## config.mk

```make
export PLATFORM = sky130hd
export DESIGN_NAME = timex_fdd_ctrl_latch
export DESIGN_NICKNAME = d
export VERILOG_FILES = /design/src/rtl/timex_fdd_pkg.sv /design/src/rtl/timex_fdd_ctrl_latch_sync_falling_edge.sv /design/src/rtl/timex_fdd_ctrl_latch.sv
export SDC_FILE = /design/constraint.sdc
export NUM_CORES = 1
export LEC_CHECK = 0
export ABC_CLOCK_PERIOD_IN_PS = 4300
export CAP_MARGIN = 30
export CORE_AREA = 2 2 94 119
export CTS_CLUSTER_DIAMETER = 30
export DETAILED_ROUTE_END_ITERATION = 10
export DIE_AREA = 0 0 96 121
export GPL_TIMING_DRIVEN = 0
export HOLD_SLACK_MARGIN = 0.1
export PLACE_DENSITY = 0.65
export SETUP_SLACK_MARGIN = 0.15
export SYNTH_ARGS = -nofsm -noshare
export SYNTH_HDL_FRONTEND = slang
export SYNTH_HIERARCHICAL = 1
export SYNTH_SLANG_ARGS = --single-unit
```

## constraint.sdc

```tcl
create_clock -name clk -period 4.3 [get_ports clk]
set_input_delay 0.86 -clock clk [delete_from_list [all_inputs] [get_ports clk]]
set_output_delay 0.86 -clock clk [all_outputs]
set_load 0.05 [all_outputs]
```

## src/rtl/timex_fdd_pkg.sv

```systemverilog
// Shared types and bit positions for the Timex FDD port 0x3F control latch
// and status buffer.
package timex_fdd_pkg;

    typedef enum logic [1:0] {
        OFF    = 2'd0,
        SPINUP = 2'd1,
        READY  = 2'd2,
        RUNON  = 2'd3
    } motor_state_t;

    // Control register bit positions
    localparam int CTL_DS0      = 0;
    localparam int CTL_DS1      = 1;
    localparam int CTL_SIDE     = 2;
    localparam int CTL_MOTOR    = 3;
    localparam int CTL_DDEN     = 4;
    localparam int CTL_SPARE_LO = 5;
    localparam int CTL_SPARE_HI = 7;

    // Status byte bit positions
    localparam int STS_INTRQ    = 0;
    localparam int STS_DRQ      = 1;
    localparam int STS_INDEX    = 2;
    localparam int STS_READY    = 3;
    localparam int STS_WPROT    = 4;
    localparam int STS_SPARE_LO = 5;
    localparam int STS_SPARE_HI = 7;

    function automatic int max_of4(input int a, input int b, input int c, input int d);
        int m;
        m = a;
        if (b > m) m = b;
        if (c > m) m = c;
        if (d > m) m = d;
        return m;
    endfunction

endpackage

```

## src/rtl/timex_fdd_ctrl_latch_sync_falling_edge.sv

```systemverilog
// Two-flop synchroniser for an active-low strobe, plus a one-clock pulse on
// each synchronised falling edge.
module sync_falling_edge (
    input  logic clk,
    input  logic rst,
    input  logic async_in,
    output logic level,
    output logic fall
);

    logic meta_q, meta_d;
    logic sync_q, sync_d;
    logic prev_q, prev_d;

    // NOTE: every signal assigned in an always_comb gets a value on every path, so no latch is inferred.
    always_comb begin
        meta_d = async_in;
        sync_d = meta_q;
        prev_d = sync_q;
    end

    // NOTE: clocked state uses non-blocking assignment so each flop samples the pre-edge value of its source.
    // NOTE: the chain resets low: a strobe already asserted when reset releases never shows a high-to-low
    // transition, so it cannot trigger a capture; a fresh edge needs the line to be seen high first.
    always_ff @(posedge clk or posedge rst) begin
        if (rst) begin
            meta_q <= 1'b0;
            sync_q <= 1'b0;
            prev_q <= 1'b0;
        end else begin
            meta_q <= meta_d;
            sync_q <= sync_d;
            prev_q <= prev_d;
        end
    end

    assign level = sync_q;
    assign fall  = prev_q & ~sync_q;

endmodule

```

## src/rtl/timex_fdd_ctrl_latch.sv

```systemverilog
// Port 0x3F control latch / status buffer for the Timex FDD interface, with
// motor spin-up/run-on sequencing and an emulated index pulse.
module timex_fdd_ctrl_latch
    import timex_fdd_pkg::*;
#(
    parameter int SPINUP_CYCLES = 8_000_000,
    parameter int RUNON_CYCLES  = 32_000_000,
    parameter int INDEX_PERIOD  = 3_200_000,
    parameter int INDEX_WIDTH   = 64_000
) (
    input  logic       clk,
    input  logic       rst,
    input  logic       LS273,
    input  logic       nLS244,
    input  logic [7:0] d_in,
    output logic [7:0] d_out,
    output logic       d_oe,
    input  logic       intrq,
    input  logic       drq,
    input  logic       wprot,
    output logic [1:0] drv_sel,
    output logic       side,
    output logic       motor_on,
    output logic       dden_n,
    output logic [2:0] spare,
    output logic       index_n,
    output logic       ready
);

    localparam int CNT_W = $clog2(max_of4(SPINUP_CYCLES, RUNON_CYCLES, INDEX_PERIOD, INDEX_WIDTH));

    localparam logic [CNT_W-1:0] CNT_ONE    = CNT_W'(1);
    localparam logic [CNT_W-1:0] SPIN_LOAD  = CNT_W'(SPINUP_CYCLES - 1);
    localparam logic [CNT_W-1:0] RUNON_LOAD = CNT_W'(RUNON_CYCLES - 1);
    localparam logic [CNT_W-1:0] REV_LAST   = CNT_W'(INDEX_PERIOD - 1);
    localparam logic [CNT_W-1:0] IDX_LEN    = CNT_W'(INDEX_WIDTH);

    logic wr_level, wr_fall;
    logic rd_level, rd_fall;

    logic [7:0]       din_meta_q, din_meta_d;
    logic [7:0]       din_sync_q, din_sync_d;
    logic [7:0]       ctrl_q, ctrl_d;
    motor_state_t     state_q, state_d;
    logic [CNT_W-1:0] cnt_q, cnt_d;
    logic [CNT_W-1:0] rev_q, rev_d;
    logic             index_n_q, index_n_d;
    logic [7:0]       status_q, status_d;
    logic             motor_req;

    sync_falling_edge u_wr_sync (
        .clk      (clk),
        .rst      (rst),
        .async_in (LS273),
        .level    (wr_level),
        .fall     (wr_fall)
    );

    sync_falling_edge u_rd_sync (
        .clk      (clk),
        .rst      (rst),
        .async_in (nLS244),
        .level    (rd_level),
        .fall     (rd_fall)
    );

    // One capture per strobe: the edge pulse lasts a single clock.
    always_comb begin
        din_meta_d = d_in;
        din_sync_d = din_meta_q;
        ctrl_d     = wr_fall ? din_sync_q : ctrl_q;
    end

    assign motor_req = ctrl_q[CTL_MOTOR];

    // Motor sequencer: state register
    always_ff @(posedge clk or posedge rst) begin
        if (rst) begin
            state_q <= OFF;
            cnt_q   <= '0;
        end else begin
            state_q <= state_d;
            cnt_q   <= cnt_d;
        end
    end

    // Motor sequencer: next state; one counter serves both spin-up and run-on
    always_comb begin
        state_d = state_q;
        cnt_d   = cnt_q;
        unique case (state_q)
            OFF: begin
                if (motor_req) begin
                    state_d = SPINUP;
                    cnt_d   = SPIN_LOAD;
                end
            end
            SPINUP: begin
                if (!motor_req)         state_d = OFF;
                else if (cnt_q == '0)   state_d = READY;
                else                    cnt_d   = cnt_q - CNT_ONE;
            end
            READY: begin
                if (!motor_req) begin
                    state_d = RUNON;
                    cnt_d   = RUNON_LOAD;
                end
            end
            RUNON: begin
                if (motor_req)          state_d = READY;
                else if (cnt_q == '0)   state_d = OFF;
                else                    cnt_d   = cnt_q - CNT_ONE;
            end
            default: state_d = OFF;
        endcase
    end

    // Motor sequencer: outputs
    always_comb begin
        motor_on = (state_q != OFF);
        ready    = (state_q == READY) || (state_q == RUNON);
    end

    // Revolution counter restarts at 0 on the clock the motor turns on, so the
    // first index pulse coincides with motor_on rising.
    always_comb begin
        rev_d = '0;
        if ((state_q != OFF) && (state_d != OFF)) begin
            rev_d = (rev_q == REV_LAST) ? '0 : rev_q + CNT_ONE;
        end
        index_n_d = (state_d == OFF) || (rev_d >= IDX_LEN);
    end

    always_comb begin
        status_d                            = '0;
        status_d[STS_INTRQ]                 = intrq;
        status_d[STS_DRQ]                   = drq;
        status_d[STS_INDEX]                 = ~index_n_q;
        status_d[STS_READY]                 = ready;
        status_d[STS_WPROT]                 = wprot;
        status_d[STS_SPARE_HI:STS_SPARE_LO] = ctrl_q[CTL_SPARE_HI:CTL_SPARE_LO];
    end

    always_ff @(posedge clk or posedge rst) begin
        if (rst) begin
            din_meta_q <= '0;
            din_sync_q <= '0;
            ctrl_q     <= '0;
            rev_q      <= '0;
            index_n_q  <= 1'b1;
            status_q   <= '0;
        end else begin
            din_meta_q <= din_meta_d;
            din_sync_q <= din_sync_d;
            ctrl_q     <= ctrl_d;
            rev_q      <= rev_d;
            index_n_q  <= index_n_d;
            status_q   <= status_d;
        end
    end

    // Bus enable bypasses the synchroniser so read timing follows the strobe directly.
    assign d_oe    = ~nLS244 & ~rst;
    assign d_out   = status_q;
    assign drv_sel = ctrl_q[CTL_DS1:CTL_DS0];
    assign side    = ctrl_q[CTL_SIDE];
    assign dden_n  = ctrl_q[CTL_DDEN];
    assign spare   = ctrl_q[CTL_SPARE_HI:CTL_SPARE_LO];
    assign index_n = index_n_q;

    a_wr_edge_low: assert property (@(posedge clk) disable iff (rst) wr_fall |-> !wr_level);
    a_rd_edge_low: assert property (@(posedge clk) disable iff (rst) rd_fall |-> !rd_level);
    a_ready_motor: assert property (@(posedge clk) disable iff (rst) ready |-> motor_on);
    a_off_no_idx:  assert property (@(posedge clk) disable iff (rst) (state_q == OFF) |-> index_n_q);
    a_rev_range:   assert property (@(posedge clk) disable iff (rst) rev_q <= REV_LAST);

endmodule

```

==> flow_metrics.env, run 1 <==
export IMPL_status="finished clean"
export IMPL_tritoncts="built"
export IMPL_cts_resized=0
export IMPL_dp_slack_ns=1.17
export IMPL_grt_first_pass_wirelength_um=14200
export IMPL_clock_fmax_mhz=320
export IMPL_utilization=0.474
export IMPL_syn_inst=406
export IMPL_diodes=0
export IMPL_cellPowerDensity_nw_per_um2=433
export IMPL_synth_main_ff_cell="dfrtp_1"
export IMPL_yosys_area_share_simple=0.204
export IMPL_rsz0062_at_grt="no"
export IMPL_route_antenna_remaining_nets=0
export IMPL_path_depth=3
export IMPL_critical_path_max_stage_delay_ns=0.80
export IMPL_rr_worst_depth=7
export IMPL_ys_seq_area_frac=0.536
export IMPL_viasPerCell=5.24
export IMPL_cts_sinks=88
export IMPL_path_common_cell="clkdlybuf4s50_1"
export IMPL_regArea_um2=2200
export IMPL_clkTransAtPathRegs_ns=0.07
export IMPL_crit_family="buffers and inverters"
export IMPL_wirelength_um=8300
export IMPL_drc=0
export IMPL_worstSetupPathType="primary input to primary output"
export IMPL_grt_max_degree=64
export IMPL_ys_warn_count=6
export IMPL_grt_use_total=0.158
export IMPL_dieHeight_um=121
export IMPL_path_max_fanout=3
export IMPL_peakVddDrop_mv=0.273
export IMPL_netlist_cell_type_count=55
export IMPL_initialDrtViolationCount=195
export IMPL_min_path_type="flop to flop"
export IMPL_critPathCaptureType="primary output"
export IMPL_setup_viol=0
export IMPL_min_period_ns=3.13
export IMPL_synth_xor_area_frac=0.0533
export IMPL_synth_top_family_by_area="simple AND/OR/NAND/NOR gates"
export IMPL_fin_skew_ns=0.00911
export IMPL_cts_made_buffers=9
export IMPL_syn2layout_area_growth_pct=20.5
export IMPL_drive_gt1_frac=0.107
export IMPL_synth_edf_count=0
export IMPL_die_area_um2=11600
export IMPL_r2r_end="cnt_q[24]$_DFFE_PP0P_"
export IMPL_max_slew_worst_pin_slew_ns=0.761
export IMPL_syn_avg_cell_area_um2=10.1
export IMPL_numPortBuffers=33
export IMPL_r2r_start="cnt_q[16]$_DFFE_PP0P_"
export IMPL_insertion_delay_ns=0.34
export IMPL_place_hpwl_um=5810
export IMPL_ys_ff_latch=88
export IMPL_cp_required_ns=3.44
export IMPL_clock_root_buffer="clkbuf_16"
export IMPL_hold_viol_final=0
export IMPL_post_cts_setup_buffers=0
export IMPL_hold_buffers=0
export IMPL_p_leak_nw=2.00
export IMPL_vias=3088
export IMPL_slowest_stage="clkdlybuf4s50_1"
export IMPL_firstDrtPassIters=4
export IMPL_die_w_um=96
export IMPL_routedWlPerCell_um=14.1
export IMPL_synth_fp_nets=424
export IMPL_globalRoute_totalOverflow=0
export IMPL_crit_chain="clkdlybuf4s50_1, nor2_1, clkdlybuf4s50_1"
export IMPL_placement_rows=42
export IMPL_multi_input_area_um2=1730
export IMPL_slew_violations=0
export IMPL_r2r_slack_ns=1.72
export IMPL_core_um2=10500
export IMPL_clock_path_buffers=2
export IMPL_synthMuxAreaShare=0.0344
export IMPL_final_cell_area_um2=4950
export IMPL_netlist_area_um2=4110
export IMPL_drv_cap=0
export IMPL_async_flop_share=1.00
export IMPL_nets=470
export IMPL_synth_adder_area_share=0.00913
export IMPL_ios=34
export IMPL_antenna_found_initial=0
export IMPL_power_mw=2.14
export IMPL_initial_core_util=0.393
export IMPL_setup_tns_ns=0
export IMPL_crit_path_start_kind="primary input"
export IMPL_setup_ws_ns=1.17
export IMPL_grt_pass1_vias=3030
export IMPL_cp_arrival_ns=2.27
export IMPL_crit_path_end="d_oe"
export IMPL_period_share=0.728
export IMPL_htree_num_levels=3
export IMPL_dpl_cell_area_um2=4640
export IMPL_startpoint="rst"
export IMPL_slew_limit_headroom=0.488
export IMPL_globalplace_congestion=0.841
export IMPL_critPathBufInv=2
export IMPL_synth_compound_area_frac=0.120
export IMPL_fillCellCount=939
[report_power, final]
group	total (mW)	switching, mW	internal [mW]
Clock	0.810	0.347	0.464
Combinational	0.352	0.216	0.136
Sequential	0.981	0.0716	0.910
[routing by layer]
metal  share of wire  global-route usage  vias up
met5               0                   0        -
met4           0.019              0.0839        0
met3           0.023              0.0373       14
met2            0.52               0.254       40
met1            0.44               0.195     1519
li1                -                   -     1515
[worst min-delay path by stage]
stage,slack (ns),to,from,cells after the start
6_report,0.35,din_sync_q[6]$_DFF_PP0_,din_meta_q[6]$_DFF_PP0_,0
5_1_grt,0.36,din_sync_q[1]$_DFF_PP0_,din_meta_q[1]$_DFF_PP0_,0
4_1_cts,0.35,din_sync_q[1]$_DFF_PP0_,din_meta_q[1]$_DFF_PP0_,0
3_5_place_dp,0.34,din_sync_q[5]$_DFF_PP0_,din_meta_q[5]$_DFF_PP0_,0
3_3_place_gp,0.33,din_sync_q[7]$_DFF_PP0_,din_meta_q[7]$_DFF_PP0_,0
2_1_floorplan,0.33,din_sync_q[0]$_DFF_PP0_,din_meta_q[0]$_DFF_PP0_,0
[layout make-up]
type                            instances  area share
Buffer                                 22      0.0250
Tap cell                              132      0.0334
Sequential cell                        88       0.445
Clock inverter                          7      0.0174
Timing Repair Buffer                   35      0.0733
Multi-Input combinational cell        282       0.349
Inverter                               14      0.0111
Clock buffer                            9      0.0455
[cells by family (layout without fill, tap and decap cells)]
logic type                 count (synthesis)  in the layout
xor gates and xnor gates                  25             25
DFF                                       88             88
muxes                                     13             13
AOI/OAI and AO/OA                         73             73
adders and majority gates                  3              3
buffers and inverters                     36             87
and+or+nand+nor                          168            168
[cells in the mapped netlist (4+ instances only)]
cell       n  area share
nand2_1   39       0.036
nor2_1    52       0.047
o21a_1     5      0.0091
nor4_1     7       0.011
o21ai_0   18       0.022
nor2b_1    5      0.0076
nor3_1    13       0.016
mux2i_1    4      0.0097
nand2b_1   4      0.0061
mux2_2     9       0.025
nand4_1    9       0.014
a21oi_1   17       0.021
clkbuf_1  11       0.010
inv_1     13       0.012
a31oi_1    8       0.012
nand3_1   12       0.015
or3_1      8       0.012
dfrtp_1   87        0.53
buf_4      6       0.011
xnor2_1   11       0.023
xor2_1    14       0.030
[state kept, by name, summed over array words and instances (netlist names), 2 cells and up]
name / flops
din_sync_q: 8
rev_q: 25
din_meta_q: 8
state_q: 2
ctrl_q: 8
d_out: 8
cnt_q: 25
[worst reg2reg max path: cells and delay by family (launching register included)]
| kind | cells | cell delay, ns |
|---|---|---|
| AND/OR/NAND/NOR | 2 | 0.85 |
| buffers and inverters | 2 | 0.37 |
| AO/OA/AOI/OAI | 3 | 0.79 |
| flip-flops | 1 | 0.43 |
[cell usage in the layout (no fill, tap or decap), types with 2 or more instances in the layout]
| master | netlist | final |
|---|---|---|
| clkbuf_1 | 11 | 11 |
| nand2b_1 | 4 | 4 |
| clkbuf_16 | 0 | 9 |
| ha_1 | 3 | 3 |
| nand4_1 | 9 | 9 |
| inv_8 | 0 | 2 |
| buf_2 | 3 | 4 |
| o21ai_1 | 2 | 2 |
| dfrtp_1 | 87 | 87 |
| and3_1 | 3 | 3 |
| o41ai_1 | 3 | 3 |
| buf_4 | 6 | 6 |
| xor2_1 | 14 | 14 |
| nor2b_1 | 5 | 5 |
| a211o_1 | 2 | 2 |
| mux2i_1 | 4 | 4 |
| a21o_1 | 2 | 2 |
| buf_6 | 2 | 2 |
| inv_6 | 0 | 2 |
| o21a_1 | 5 | 5 |
| and4_1 | 3 | 3 |
| o22a_1 | 2 | 2 |
| nand3_1 | 12 | 12 |
| nor2_1 | 52 | 52 |
| nor4b_1 | 2 | 2 |
| a21oi_1 | 17 | 17 |
| nand2_1 | 39 | 39 |
| or4_1 | 3 | 3 |
| mux2_2 | 9 | 9 |
| nor3_1 | 13 | 13 |
| xnor2_1 | 11 | 11 |
| a31oi_1 | 8 | 8 |
| o22ai_1 | 2 | 2 |
| nor4_1 | 7 | 7 |
| clkdlybuf4s50_1 | 0 | 33 |
| or3_1 | 8 | 8 |
| inv_1 | 13 | 12 |
| o2bb2ai_1 | 2 | 2 |
| o21ai_0 | 18 | 18 |
[through the flow]
step | hold WS (ns) | std cells
after floorplan | 0.331 | 406
after global placement | 0.333 | 571
after detailed placement | 0.336 | 573
after CTS | 0.352 | 589
after global routing | 0.357 | 589
final | 0.350 | 589
Power figures use the tool's default switching activity.
==> inputs of run 2 (changes only) <==
--- a/config.mk
+++ b/config.mk
@@ -5,7 +5,7 @@
 export SDC_FILE = /design/constraint.sdc
 export NUM_CORES = 1
 export LEC_CHECK = 0
-export ABC_CLOCK_PERIOD_IN_PS = 4300
+export ABC_CLOCK_PERIOD_IN_PS = 2700
 export CAP_MARGIN = 30
 export CORE_AREA = 2 2 94 119
 export CTS_CLUSTER_DIAMETER = 30
@@ -13,7 +13,7 @@
 export DIE_AREA = 0 0 96 121
 export GPL_TIMING_DRIVEN = 0
 export HOLD_SLACK_MARGIN = 0.1
-export PLACE_DENSITY = 0.65
+export PLACE_DENSITY = 0.67
 export SETUP_SLACK_MARGIN = 0.15
 export SYNTH_ARGS = -nofsm -noshare
 export SYNTH_HDL_FRONTEND = slang
==> constraint.sdc (replaced) <==
create_clock -name clk -period 2.7 [get_ports clk]
set_input_delay 0.54 -clock clk [delete_from_list [all_inputs] [get_ports clk]]
set_output_delay 0.54 -clock clk [all_outputs]
set_load 0.05 [all_outputs]
==> run 2 against run 1 <==
Effect of this change: clock skew down 0.00077 ns; global-route usage increased by 0.11 points; critical path type is now flop to flop; highest routed layer unchanged; via count grew 2.4%.
==> flow_metrics.env, run 2 (synthesis results as in run 1) <==
export IMPL_grt_use_total=0.159
export IMPL_globalRoute_totalOverflow=0
export IMPL_antenna_found_initial=0
export IMPL_dieHeight_um=121
export IMPL_crit_path_start_kind="flop"
export IMPL_drc=0
export IMPL_drive_gt1_frac=0.124
export IMPL_nets=474
export IMPL_path_max_fanout=5
export IMPL_max_slew_worst_pin_slew_ns=0.537
export IMPL_worstHoldPathCells=0
export IMPL_min_period_ns=2.49
export IMPL_place_inst=574
export IMPL_cts_sinks=88
export IMPL_viasPerCell=5.33
export IMPL_mostFrequentLayoutCells="dfrtp_1, nor2_1, nand2_1"
export IMPL_power_mw=3.41
export IMPL_ios=34
export IMPL_fin_skew_ns=0.00834
export IMPL_rr_worst_depth=7
export IMPL_drv_cap=0
export IMPL_clock_fmax_mhz=402
export IMPL_fillCellCount=942
export IMPL_min_path_type="flop to flop"
export IMPL_htree_num_levels=3
export IMPL_hold_viol_final=0
export IMPL_insertion_delay_ns=0.34
export IMPL_cp_required_ns=2.95
export IMPL_tritoncts="built"
export IMPL_status="finished clean"
export IMPL_crit_chain="ha_4, nand4_1, or4_4, or4b_1, a22oi_1, nor4_1, o2bb2ai_1"
export IMPL_rsz0062_at_grt="yes"
export IMPL_critPathCaptureType="flop"
export IMPL_place_hpwl_um=5860
export IMPL_placement_rows=42
export IMPL_grt_max_degree=42
export IMPL_grt_pass1_vias=3069
export IMPL_slew_limit_headroom=0.639
export IMPL_worstSetupPathType="flop to flop"
export IMPL_clkTransAtPathRegs_ns=0.07
export IMPL_diodes=0
export IMPL_peakVddDrop_mv=0.468
export IMPL_syn2layout_area_growth_pct=22.4
export IMPL_cts_made_buffers=9
export IMPL_critical_path_max_stage_delay_ns=0.52
export IMPL_reg_top3="cnt_q x25, rev_q x25"
export IMPL_period_share=0.922
export IMPL_die_w_um=96
export IMPL_clock_path_buffers=2
export IMPL_core_um2=10500
export IMPL_route_antenna_remaining_nets=0
export IMPL_numPortBuffers=33
export IMPL_initialDrtViolationCount=116
export IMPL_slew_violations=0
export IMPL_slowest_stage="or4_4"
export IMPL_wirelength_um=8380
export IMPL_firstDrtPassIters=4
export IMPL_die_area_um2=11600
export IMPL_cp_arrival_ns=2.74
export IMPL_cellPowerDensity_nw_per_um2=677
export IMPL_r2r_slack_ns=0.21
export IMPL_final_instance_count_excl_fill=593
export IMPL_grt_first_pass_wirelength_um=14400
export IMPL_p_leak_nw=2.03
export IMPL_globalplace_congestion=0.807
export IMPL_setup_viol=0
export IMPL_clock_root_buffer="clkbuf_16"
export IMPL_dpl_cell_area_um2=4660
export IMPL_final_common_cell="dfrtp_1"
export IMPL_final_cell_area_um2=5030
export IMPL_routedWlPerCell_um=14.1
export IMPL_initial_core_util=0.393
export IMPL_vias=3163
run 2: area by class of cell:
class,instances,area [um2],area share
Sequential cell,88,2200,0.438
Multi-Input combinational cell,282,1770,0.352
Timing Repair Buffer,39,403,0.0801
Clock buffer,11,243,0.0483
Tap cell,132,165,0.0328
Buffer,22,125,0.0249
Clock inverter,5,63.8,0.0127
Inverter,14,56.3,0.0112
run 2: through the flow:
step / hold slack [ns] / setup TNS (ns) / utilization / worst slack [ns]
after floorplan: 0.294 / 0 / - / 0.406
after global placement: 0.333 / -0.0121 / 0.441 / -0.0121
after detailed placement: 0.335 / 0 / 0.446 / 0.134
after CTS: 0.350 / 0 / 0.476 / 0.170
after global routing: 0.355 / 0 / 0.481 / 0.0742
final: 0.348 / 0 / 0.481 / 0.211
run 2: repair_timing:
item                                    4_1_cts  5_1_grt
hold buffers                                  0        0
buffers inserted                              1        2
pin swaps                                     1        3
gates resized for setup                       2        8
endpoints found under the setup margin        8       29
run 2: worst max-delay path: cells and delay by family (launching register included):
family                   cells  cell delay [ns]
AO/OA/AOI/OAI                2             0.48
adder cells (fa/ha/maj)      1             0.21
flip-flops                   1             0.46
AND/OR/NAND/NOR              4             1.26
run 2: worst paths after layout:
kind,startpoint,end
hold reg to reg,din_meta_q[7]$_DFF_PP0_,din_sync_q[7]$_DFF_PP0_
hold / removal,din_meta_q[7]$_DFF_PP0_,din_sync_q[7]$_DFF_PP0_
setup / recovery,rev_q[0]$_DFF_PP0_,index_n$_DFF_PP1_
max in group asynchronous,rst,rev_q[0]$_DFF_PP0_
setup reg to reg,rev_q[0]$_DFF_PP0_,index_n$_DFF_PP1_
min in group asynchronous,rst,u_wr_sync/meta_q$_DFF_PP0_
run 2: metal layers:
layer	GRT usage	part of all wire	up-vias
met1	0.201	0.43	1551
met3	0.0410	0.037	27
met2	0.252	0.50	69
li1	-	-	1516
met5	0	0	-
met4	0.0768	0.033	0
run 2: power breakdown:
group,switching [mW],internal (mW),total [mW]
Sequential,0.119,1.45,1.57
Clock,0.524,0.749,1.27
Combinational,0.345,0.222,0.566
Total,0.987,2.42,3.41
==> inputs of run 3 (changes only) <==
--- a/config.mk
+++ b/config.mk
@@ -15,6 +15,7 @@
 export HOLD_SLACK_MARGIN = 0.1
 export PLACE_DENSITY = 0.67
 export SETUP_SLACK_MARGIN = 0.15
+export SLEW_MARGIN = 20
 export SYNTH_ARGS = -nofsm -noshare
 export SYNTH_HDL_FRONTEND = slang
 export SYNTH_HIERARCHICAL = 1
==> run 3 against run 2 <==
Effect of this change: via count is 0.57% lower; routed wire length fell by 0.31%; register-to-register slack improved by 0.02 ns; global-route usage is 0.072 points lower; critical path depth is 4 lower; fmax rose by 0.17%; worst hold slack is essentially flat; count of clock-buffer cells in the layout shrank 1; worst setup slack better by 0.0043 ns; critical endpoint is now d_oe.
==> flow_metrics.env, run 3 (synthesis results as in run 1) <==
export IMPL_status="finished clean"
export IMPL_hold_buffers=0
export IMPL_insertion_delay_ns=0.34
export IMPL_drive_gt1_frac=0.138
export IMPL_crit_path_start_kind="primary input"
export IMPL_clock_fmax_mhz=402
export IMPL_clock_root_buffer="clkbuf_16"
export IMPL_final_common_cell="dfrtp_1"
export IMPL_setup_ws_ns=0.215
export IMPL_viasPerCell=5.29
export IMPL_vias=3145
export IMPL_final_instance_count_excl_fill=595
export IMPL_grt_first_pass_wirelength_um=14200
export IMPL_rsz0062_at_grt="no"
export IMPL_slew_limit_headroom=0.608
export IMPL_firstDrtPassIters=5
export IMPL_r2r_start="cnt_q[12]$_DFFE_PP0P_"
export IMPL_hold_start="din_meta_q[7]$_DFF_PP0_"
export IMPL_antenna_found_initial=0
export IMPL_min_to="din_sync_q[7]$_DFF_PP0_"
export IMPL_worstHoldPathCells=0
export IMPL_routedWlPerCell_um=14.0
export IMPL_min_period_ns=2.48
export IMPL_cp_required_ns=2.16
export IMPL_rr_worst_depth=7
export IMPL_numPortBuffers=33
export IMPL_core_um2=10500
export IMPL_tritoncts="built"
export IMPL_drc=0
export IMPL_reg_top3="cnt_q x25, rev_q x25"
export IMPL_diodes=0
export IMPL_syn2layout_area_growth_pct=22.3
export IMPL_htree_num_levels=3
export IMPL_r2r_slack_ns=0.23
export IMPL_clkTransAtPathRegs_ns=0.06
export IMPL_slew_violations=0
export IMPL_grt_pass1_vias=3141
export IMPL_critPathCaptureType="primary output"
export IMPL_path_max_fanout=3
export IMPL_peakVddDrop_mv=0.348
export IMPL_die_w_um=96
export IMPL_r2r_end="rev_q[13]$_DFF_PP0_"
export IMPL_die_area_um2=11600
export IMPL_initial_core_util=0.393
export IMPL_fin_skew_ns=0.00536
export IMPL_dp_slack_ns=0.167
export IMPL_period_share=0.920
export IMPL_cts_sinks=88
export IMPL_cp_arrival_ns=1.94
export IMPL_initialDrtViolationCount=106
export IMPL_fillCellCount=971
export IMPL_mostFrequentLayoutCells="dfrtp_1, nor2_1, nand2_1"
export IMPL_placement_rows=42
export IMPL_hold_viol_final=0
export IMPL_cellPowerDensity_nw_per_um2=668
export IMPL_drv_cap=0
export IMPL_dieHeight_um=121
export IMPL_place_inst=574
export IMPL_max_slew_worst_pin_slew_ns=0.587
export IMPL_power_mw=3.35
export IMPL_cts_made_buffers=9
export IMPL_clock_path_buffers=2
export IMPL_wirelength_um=8360
export IMPL_setup_viol=0
export IMPL_grt_use_total=0.159
export IMPL_place_hpwl_um=5910
export IMPL_route_antenna_remaining_nets=0
export IMPL_setup_tns_ns=0
export IMPL_ios=34
export IMPL_nets=476
export IMPL_globalplace_congestion=0.807
export IMPL_utilization=0.480
export IMPL_p_leak_nw=2.04
export IMPL_globalRoute_totalOverflow=0
export IMPL_worstSetupPathType="primary input to primary output"
export IMPL_min_path_type="flop to flop"
export IMPL_grt_max_degree=34
-- run 3: cell types whose count changed in the layout (fill, tap and decap cells not counted), moves of 2 or more --
cell | before | now
clkbuf_1 | 11 | 7
clkbuf_2 | 1 | 4
inv_6 | 1 | 3
clkinv_4 | 2 | 0
buf_4 | 9 | 11
-- run 3: worst max-delay path, stage by stage --
cell             delay (ns)
clkdlybuf4s50_1        0.47
nor2_1                 0.13
clkdlybuf4s50_1        0.81
-- run 3: power breakdown --
part / internal, mW / switching [mW]
registers: 1.45 / 0.119
logic: 0.227 / 0.350
clock network: 0.663 / 0.546
-- run 3: worst max-delay path by stage --
stage	slack (ns)	start	to	cells after the start
final	0.22	rst	d_oe	3
after global routing	0.15	cnt_q[16]$_DFFE_PP0P_	cnt_q[4]$_DFFE_PP0P_	8
after CTS	0.17	cnt_q[12]$_DFFE_PP0P_	rev_q[22]$_DFF_PP0_	7
after detailed placement	0.17	rev_q[0]$_DFF_PP0_	index_n$_DFF_PP1_	7
after global placement	-0.01	rev_q[0]$_DFF_PP0_	index_n$_DFF_PP1_	7
after floorplan	0.41	cnt_q[12]$_DFFE_PP0P_	rev_q[11]$_DFF_PP0_	7
-- run 3: repair_timing --
action / 4_1_cts / 5_1_grt
setup buffers: 1 / 4
setup endpoints to repair: 5 / 32
resized for setup: 2 / 14
pin swaps: 1 / 3
gates cloned: 0 / 0
-- run 3: per-stage QoR --
step	instance area, um2	hold WS, ns
finish	5020	0.347
global route	5020	0.358
CTS	4960	0.349
floorplan	4110	0.294
global placement	4610	0.333
detailed placement	4660	0.335
-- run 3: layout make-up --
type,count,area [um2],share of cell area
plain buffers,22,129,0.0256
clock buffers,10,239,0.0476
clock inverters,6,50.0,0.00996
inverters,14,56.3,0.0112
multi-input cells,282,1760,0.351
flip-flops and latches,88,2210,0.439
well taps,132,165,0.0329
repair buffers,41,418,0.0832
-- run 3: routing by layer --
| layer | share of wire | GRT usage | vias to the layer above |
|---|---|---|---|
| met5 | 0 | 0 | - |
| met4 | 0.027 | 0.0688 | 0 |
| met3 | 0.037 | 0.0503 | 20 |
| met2 | 0.50 | 0.263 | 49 |
| met1 | 0.43 | 0.186 | 1555 |
| li1 | - | - | 1521 |
